==> config.mk <==
export PLATFORM = sky130hd
export DESIGN_NAME = reporte_uart_flat
export DESIGN_NICKNAME = d
export VERILOG_FILES = /design/src/rtl/reporte_uart_pkg.sv /design/src/rtl/reporte_uart_if.sv /design/src/rtl/reporte_uart_tx_byte.sv /design/src/rtl/reporte_uart.sv /design/src/flat_wrapper.sv
export SDC_FILE = /design/constraint.sdc
export NUM_CORES = 1
export LEC_CHECK = 0
export ABC_AREA = 1
export BUFFER_PORTS_ARGS = -buffer_cell sky130_fd_sc_hd__buf_4
export CORE_UTILIZATION = 45
export DETAILED_ROUTE_END_ITERATION = 10
export GPL_ROUTABILITY_DRIVEN = 0
export GPL_TIMING_DRIVEN = 0
export SLEW_MARGIN = 20
export SYNTH_ARGS = -nofsm -noshare
export SYNTH_HDL_FRONTEND = slang
export SYNTH_HIERARCHICAL = 1
export SYNTH_SLANG_ARGS = --single-unit
==> constraint.sdc <==
create_clock -name clk -period 5.35 [get_ports clk]
set_input_delay 1.07 -clock clk [delete_from_list [all_inputs] [get_ports clk]]
set_output_delay 1.07 -clock clk [all_outputs]
set_load 0.01 [all_outputs]
==> src/rtl/reporte_uart_pkg.sv <==
// rtl/reporte_uart_pkg.sv - shared state encoding, ASCII constants and code mapping for reporte_uart
package reporte_uart_pkg;

    localparam logic [1:0] ST_IDLE  = 2'd0;
    localparam logic [1:0] ST_START = 2'd1;
    localparam logic [1:0] ST_DATA  = 2'd2;
    localparam logic [1:0] ST_STOP  = 2'd3;

    localparam logic [7:0] CH_NONE = 8'h2D;
    localparam logic [7:0] CH_R    = 8'h52;
    localparam logic [7:0] CH_G    = 8'h47;
    localparam logic [7:0] CH_B    = 8'h42;
    localparam logic [7:0] CH_T    = 8'h54;
    localparam logic [7:0] CH_C    = 8'h43;
    localparam logic [7:0] CH_S    = 8'h53;
    localparam logic [7:0] CH_CR   = 8'h0D;
    localparam logic [7:0] CH_LF   = 8'h0A;

    localparam logic [1:0] COL_NONE  = 2'd0;
    localparam logic [1:0] COL_RED   = 2'd1;
    localparam logic [1:0] COL_GREEN = 2'd2;
    localparam logic [1:0] COL_BLUE  = 2'd3;

    localparam logic [1:0] FIG_NONE     = 2'd0;
    localparam logic [1:0] FIG_TRIANGLE = 2'd1;
    localparam logic [1:0] FIG_CIRCLE   = 2'd2;
    localparam logic [1:0] FIG_SQUARE   = 2'd3;

    function automatic logic [7:0] enc_color(input logic [1:0] code);
        case (code)
            COL_RED:   enc_color = CH_R;
            COL_GREEN: enc_color = CH_G;
            COL_BLUE:  enc_color = CH_B;
            default:   enc_color = CH_NONE;
        endcase
    endfunction

    function automatic logic [7:0] enc_figure(input logic [1:0] code);
        case (code)
            FIG_TRIANGLE: enc_figure = CH_T;
            FIG_CIRCLE:   enc_figure = CH_C;
            FIG_SQUARE:   enc_figure = CH_S;
            default:      enc_figure = CH_NONE;
        endcase
    endfunction

endpackage

==> src/rtl/reporte_uart_if.sv <==
// rtl/reporte_uart_if.sv - result input and UART report status bundle
interface reporte_uart_if;
    logic       done;
    logic [1:0] color;
    logic [1:0] figure;
    logic       tx;
    logic       busy;
    logic       sent;
    logic       dropped;

    modport master (output done, color, figure, input tx, busy, sent, dropped);
    modport slave  (input done, color, figure, output tx, busy, sent, dropped);
endinterface

==> src/rtl/reporte_uart_tx_byte.sv <==
// rtl/reporte_uart_tx_byte.sv - 8N1 byte serialiser with load/ready handshake
module uart_tx_byte
    import reporte_uart_pkg::*;
#(
    parameter int DIV = 868
) (
    input  logic       clk,
    input  logic       rst,
    input  logic       load,
    input  logic [7:0] data,
    output logic       ready,
    output logic       tx
);

    localparam int CW = (DIV > 2) ? $clog2(DIV) : 1;
    localparam logic [CW-1:0] CNT_MAX = CW'(DIV - 1);

    logic [1:0]    state;
    logic [CW-1:0] cnt;
    logic [2:0]    bit_idx;
    logic [7:0]    shreg;
    logic          bit_end;

    assign bit_end = (cnt == CNT_MAX);
    // Ready in the last stop cycle too, so back-to-back bytes have no gap.
    assign ready   = (state == ST_IDLE) || (state == ST_STOP && bit_end);

    always_ff @(posedge clk) begin
        if (rst) begin
            state   <= ST_IDLE;
            cnt     <= '0;
            bit_idx <= '0;
            shreg   <= '0;
            tx      <= 1'b1;
        end else begin
            case (state)
                ST_IDLE: begin
                    cnt <= '0;
                    if (load) begin
                        shreg <= data;
                        state <= ST_START;
                        tx    <= 1'b0;
                    end
                end
                ST_START: begin
                    if (bit_end) begin
                        cnt     <= '0;
                        bit_idx <= '0;
                        state   <= ST_DATA;
                        tx      <= shreg[0];
                    end else begin
                        cnt <= cnt + 1'b1;
                    end
                end
                ST_DATA: begin
                    if (bit_end) begin
                        cnt <= '0;
                        if (bit_idx == 3'd7) begin
                            state <= ST_STOP;
                            tx    <= 1'b1;
                        end else begin
                            bit_idx <= bit_idx + 1'b1;
                            shreg   <= {1'b0, shreg[7:1]};
                            tx      <= shreg[1];
                        end
                    end else begin
                        cnt <= cnt + 1'b1;
                    end
                end
                default: begin
                    if (bit_end) begin
                        cnt <= '0;
                        if (load) begin
                            shreg <= data;
                            state <= ST_START;
                            tx    <= 1'b0;
                        end else begin
                            state <= ST_IDLE;
                            tx    <= 1'b1;
                        end
                    end else begin
                        cnt <= cnt + 1'b1;
                    end
                end
            endcase
        end
    end

endmodule

==> src/rtl/reporte_uart.sv <==
// rtl/reporte_uart.sv - sends "<colour><figure>\r\n" over UART on each rising edge of done
module reporte_uart
    import reporte_uart_pkg::*;
#(
    parameter int CLK_FREQ = 100_000_000,
    parameter int BAUD     = 115200
) (
    input  logic          clk,
    input  logic          rst,
    reporte_uart_if.slave bus
);

    localparam int DIV = CLK_FREQ / BAUD;

    logic       done_q;
    logic [1:0] byte_idx;
    logic [7:0] fig_q;
    logic       trigger;
    logic       tx_ready;
    logic       frame_end;
    logic       load;
    logic [7:0] load_data;

    assign trigger   = bus.done & ~done_q;
    assign frame_end = bus.busy & tx_ready;

    // Byte 0 is encoded straight from the inputs so the start bit leaves on the trigger edge.
    always_comb begin
        load      = 1'b0;
        load_data = enc_color(bus.color);
        if (!bus.busy) begin
            load = trigger;
        end else if (frame_end && byte_idx != 2'd3) begin
            load = 1'b1;
            case (byte_idx)
                2'd0:    load_data = fig_q;
                2'd1:    load_data = CH_CR;
                default: load_data = CH_LF;
            endcase
        end
    end

    always_ff @(posedge clk) begin
        if (rst) begin
            done_q      <= 1'b1;
            byte_idx    <= '0;
            fig_q       <= CH_NONE;
            bus.busy    <= 1'b0;
            bus.sent    <= 1'b0;
            bus.dropped <= 1'b0;
        end else begin
            done_q      <= bus.done;
            bus.sent    <= 1'b0;
            bus.dropped <= trigger & bus.busy;
            if (!bus.busy) begin
                if (trigger) begin
                    bus.busy <= 1'b1;
                    byte_idx <= '0;
                    fig_q    <= enc_figure(bus.figure);
                end
            end else if (frame_end) begin
                if (byte_idx == 2'd3) begin
                    bus.busy <= 1'b0;
                    bus.sent <= 1'b1;
                    byte_idx <= '0;
                end else begin
                    byte_idx <= byte_idx + 1'b1;
                end
            end
        end
    end

    uart_tx_byte #(.DIV(DIV)) u_tx (
        .clk   (clk),
        .rst   (rst),
        .load  (load),
        .data  (load_data),
        .ready (tx_ready),
        .tx    (bus.tx)
    );

endmodule
==> src/flat_wrapper.sv <==
// flat-port wrapper written by rule: the top's interface ports become plain ports
module reporte_uart_flat import reporte_uart_pkg::*;
#(
    parameter int CLK_FREQ = 100_000_000,
    parameter int BAUD     = 115200
)
  (clk, rst, bus_done, bus_color, bus_figure, bus_tx, bus_busy, bus_sent, bus_dropped);
  reporte_uart_if bus_i ();
  input  logic clk;
  input  logic rst;
  input wire logic [$bits(bus_i.done)-1:0] bus_done;
  input wire logic [$bits(bus_i.color)-1:0] bus_color;
  input wire logic [$bits(bus_i.figure)-1:0] bus_figure;
  output wire logic [$bits(bus_i.tx)-1:0] bus_tx;
  output wire logic [$bits(bus_i.busy)-1:0] bus_busy;
  output wire logic [$bits(bus_i.sent)-1:0] bus_sent;
  output wire logic [$bits(bus_i.dropped)-1:0] bus_dropped;
  assign bus_i.done = bus_done;
  assign bus_i.color = bus_color;
  assign bus_i.figure = bus_figure;
  assign bus_tx = bus_i.tx;
  assign bus_busy = bus_i.busy;
  assign bus_sent = bus_i.sent;
  assign bus_dropped = bus_i.dropped;
  reporte_uart #(.CLK_FREQ(CLK_FREQ), .BAUD(BAUD)) u_core (.clk(clk), .rst(rst), .bus(bus_i));
endmodule
==> flow_summary.json <==
{
  "dp_hpwl_um": 2830,
  "overflow": 0,
  "fmax_ghz": 0.355,
  "power_density_nw_per_um2": 390,
  "critPathRequiredTime_ps": 5530,
  "vdd_drop_max_uv": 227,
  "drtAntennaViolNets": 0,
  "p_leak_nw": 0.970,
  "avgSynthCellArea_um2": 7.54,
  "ys_warn_count": 6,
  "cts_hold_buf": 0,
  "cts_root_buf": "clkbuf_8",
  "clkTransAtPathRegs_ps": 70,
  "ctsLongestPathBuffers": 2,
  "drive_gt1_share_pct": 15.8,
  "clock_sinks": 36,
  "grt_pass1_vias": 1493,
  "maxSlewViolCount": 0,
  "clk_latency_ps": 290,
  "fin_tns_setup_ps": 0,
  "drc_errors": 0,
  "placedCellCount": 321,
  "core_area_um2": 4090,
  "cts.repair.resized": 0,
  "die_x_um": 68.1,
  "synth_top_area_share_pct": 36.6,
  "syn_to_final_growth_pct": 13.4,
  "hp-class": "register to register",
  "routed_wl_um": 3780,
  "track_usage_pct": 18.6,
  "finish.net_count": 297,
  "drv_cap": 0,
  "antenna_cells": 0,
  "synth_seq_cells": 36,
  "ys_seq_area_share_pct": 36.6,
  "ys_top_cells_by_area": "dfxtp_1 37%, nand2_1 8.6%, ha_1 7.6%",
  "endpoint_kind": "register",
  "drt_pass1_iterations": 4,
  "grt_max_degree": 12,
  "skew_ps": 9.79,
  "critical_path_arrival_ps": 3000,
  "rsz0062_at_grt": "no",
  "initial_utilization_pct": 48.2,
  "wl_per_cell_um": 11.5,
  "dr.first_iter.drc_count": 79,
  "grt_pass1_wl_um": 6280,
  "fin_crit_sh_pct": 52.7,
  "die_h_um": 68.1,
  "start_kind": "register",
  "via_per_inst": 5.01,
  "worst_slack_ps": 2530,
  "finalCriticalPeriod_ps": 2820,
  "post-place-ws_ps": 2530,
  "finalNonFillerCells": 329,
  "pin_count": 11,
  "synth_cells": 261,
  "io_buffers": 10,
  "die_area_um2": 4640,
  "cts_tree": "yes",
  "grt_antenna_before_repair": 0,
  "finalHoldViolations": 0,
  "num_rows": 23,
  "crit_type": "register to register",
  "outcome": "finished, final reports clean",
  "num_vias": 1647,
  "synth_cell_types": 34,
  "cts_buffers": 5,
  "postCtsSetupRepairBufs": 0,
  "syn_area_um2": 1970,
  "critPathMaxFanout": 10,
  "synth_fp_nets": 280,
  "setup_violations": 0,
  "synth_area_leader_cell": "dfxtp_1",
  "h-tree-depth": 2
}
[cells by family (layout without fill, tap and decap cells)]
family	after synthesis	count (layout)	share of synthesized area, %
AOI/OAI and AO/OA	43	43	12.7
adders and majority gates	12	12	7.63
muxes	6	6	3.05
buffers and inverters	36	54	8.26
other	1	1	0.191
and+or+nand+nor	125	125	30.7
xor gates and xnor gates	2	2	0.890
DFF	36	36	36.6
[registers in the layout, summed over array words and instances (netlist names)]
register             count
u_core/u_tx/tx           1
u_core/bus.sent          1
u_core/bus.dropped       1
u_core/bus.busy          1
u_core/done_q            1
u_core/u_tx/shreg        8
u_core/u_tx/cnt         10
u_core/fig_q             6
u_core/u_tx/bit_idx      3
u_core/byte_idx          2
u_core/u_tx/state        2
[placed cells by master (no fill, tap or decap), types with 4 or more instances in the layout]
master     n
dfxtp_1   36
o21ai_0   12
a21oi_1   22
inv_1     27
nand2_1   45
buf_4     11
ha_1      12
clkbuf_8   7
nor3_1     4
nand4_1    4
nand2_2    4
nor2_1    29
mux2i_1    6
nand3_1   26
[synth_stat cells, drive strengths merged]
cell / instances
nand2: 50
nand4: 4
conb: 1
a21boi: 1
mux2i: 6
inv: 29
nor3b: 3
buf: 4
ha: 12
nand3: 29
xor2: 1
xnor2: 1
a21oi: 25
nor2: 31
o21ai: 15
o211ai: 2
clkbuf: 3
dfxtp: 36
or2: 3
and3: 1
nor3: 4
[per-stage QoR]
| step | total power [mW] | hold slack (ps) | utilization, % | instance area (µm²) |
|---|---|---|---|---|
| floorplan | 0.554 | 442 | - | 1970 |
| global placement | 0.609 | 455 | 51.5 | 2110 |
| detailed placement | 0.612 | 450 | 51.5 | 2110 |
| CTS | 0.881 | 473 | 54.6 | 2230 |
| global route | 0.935 | 501 | 54.6 | 2230 |
| finish | 0.870 | 475 | 54.6 | 2230 |
[metal layers]
metal  share of wire (%)  vias to the layer above  global-route usage [%]  routed length (µm)
li1                    -                      890                       -                   -
met1                  49                      738                    21.2                1830
met2                  48                       14                    31.6                1800
met3                 2.6                        5                    5.67                  98
met4                 1.3                        0                    8.07                  49
met5                   0                        -                       0                   0
[power by group]
group	internal, mW	switching (mW)
logic	0.106	0.158
clock network	0.164	0.0990
registers	0.312	0.0298
[worst max-delay path, stage by stage (launching register included)]
cell	delay (ps)
dfxtp_1	400
ha_1	190
inv_1	50
nor2_1	150
nand3_2	200
o21ai_0	410
nand2_4	140
nor2_8	170
inv_2	80
nand2_1	140
nor2_2	60
nor3b_4	340
buf_6	190
nand3_1	70
nand2_1	60
nor2_1	40
[worst paths after layout]
path | from | to | slack (ps) | cells after the start
max | u_core/u_tx/cnt[0]$_SDFF_PP0_ | u_core/u_tx/shreg[3]$_SDFFE_PP0P_ | 2530 | 15
min | u_core/u_tx/tx$_SDFFE_PP1P_ | u_core/u_tx/tx$_SDFFE_PP1P_ | 470 | 2
max reg2reg | u_core/u_tx/cnt[0]$_SDFF_PP0_ | u_core/u_tx/shreg[3]$_SDFFE_PP0P_ | 2530 | 15
min reg2reg | u_core/u_tx/tx$_SDFFE_PP1P_ | u_core/u_tx/tx$_SDFFE_PP1P_ | 470 | 2
[layout make-up]
class,instances,area (µm²)
multi-input combinational,189,1080
clock buffer,7,96.3
tap,50,62.6
sequential,36,721
buffer,7,53.8
timing repair buffer,10,75.1
fill,427,1850
clock inverter,1,30.0
inverter,29,109
Note: power is estimated with default switching activity, not from simulation.
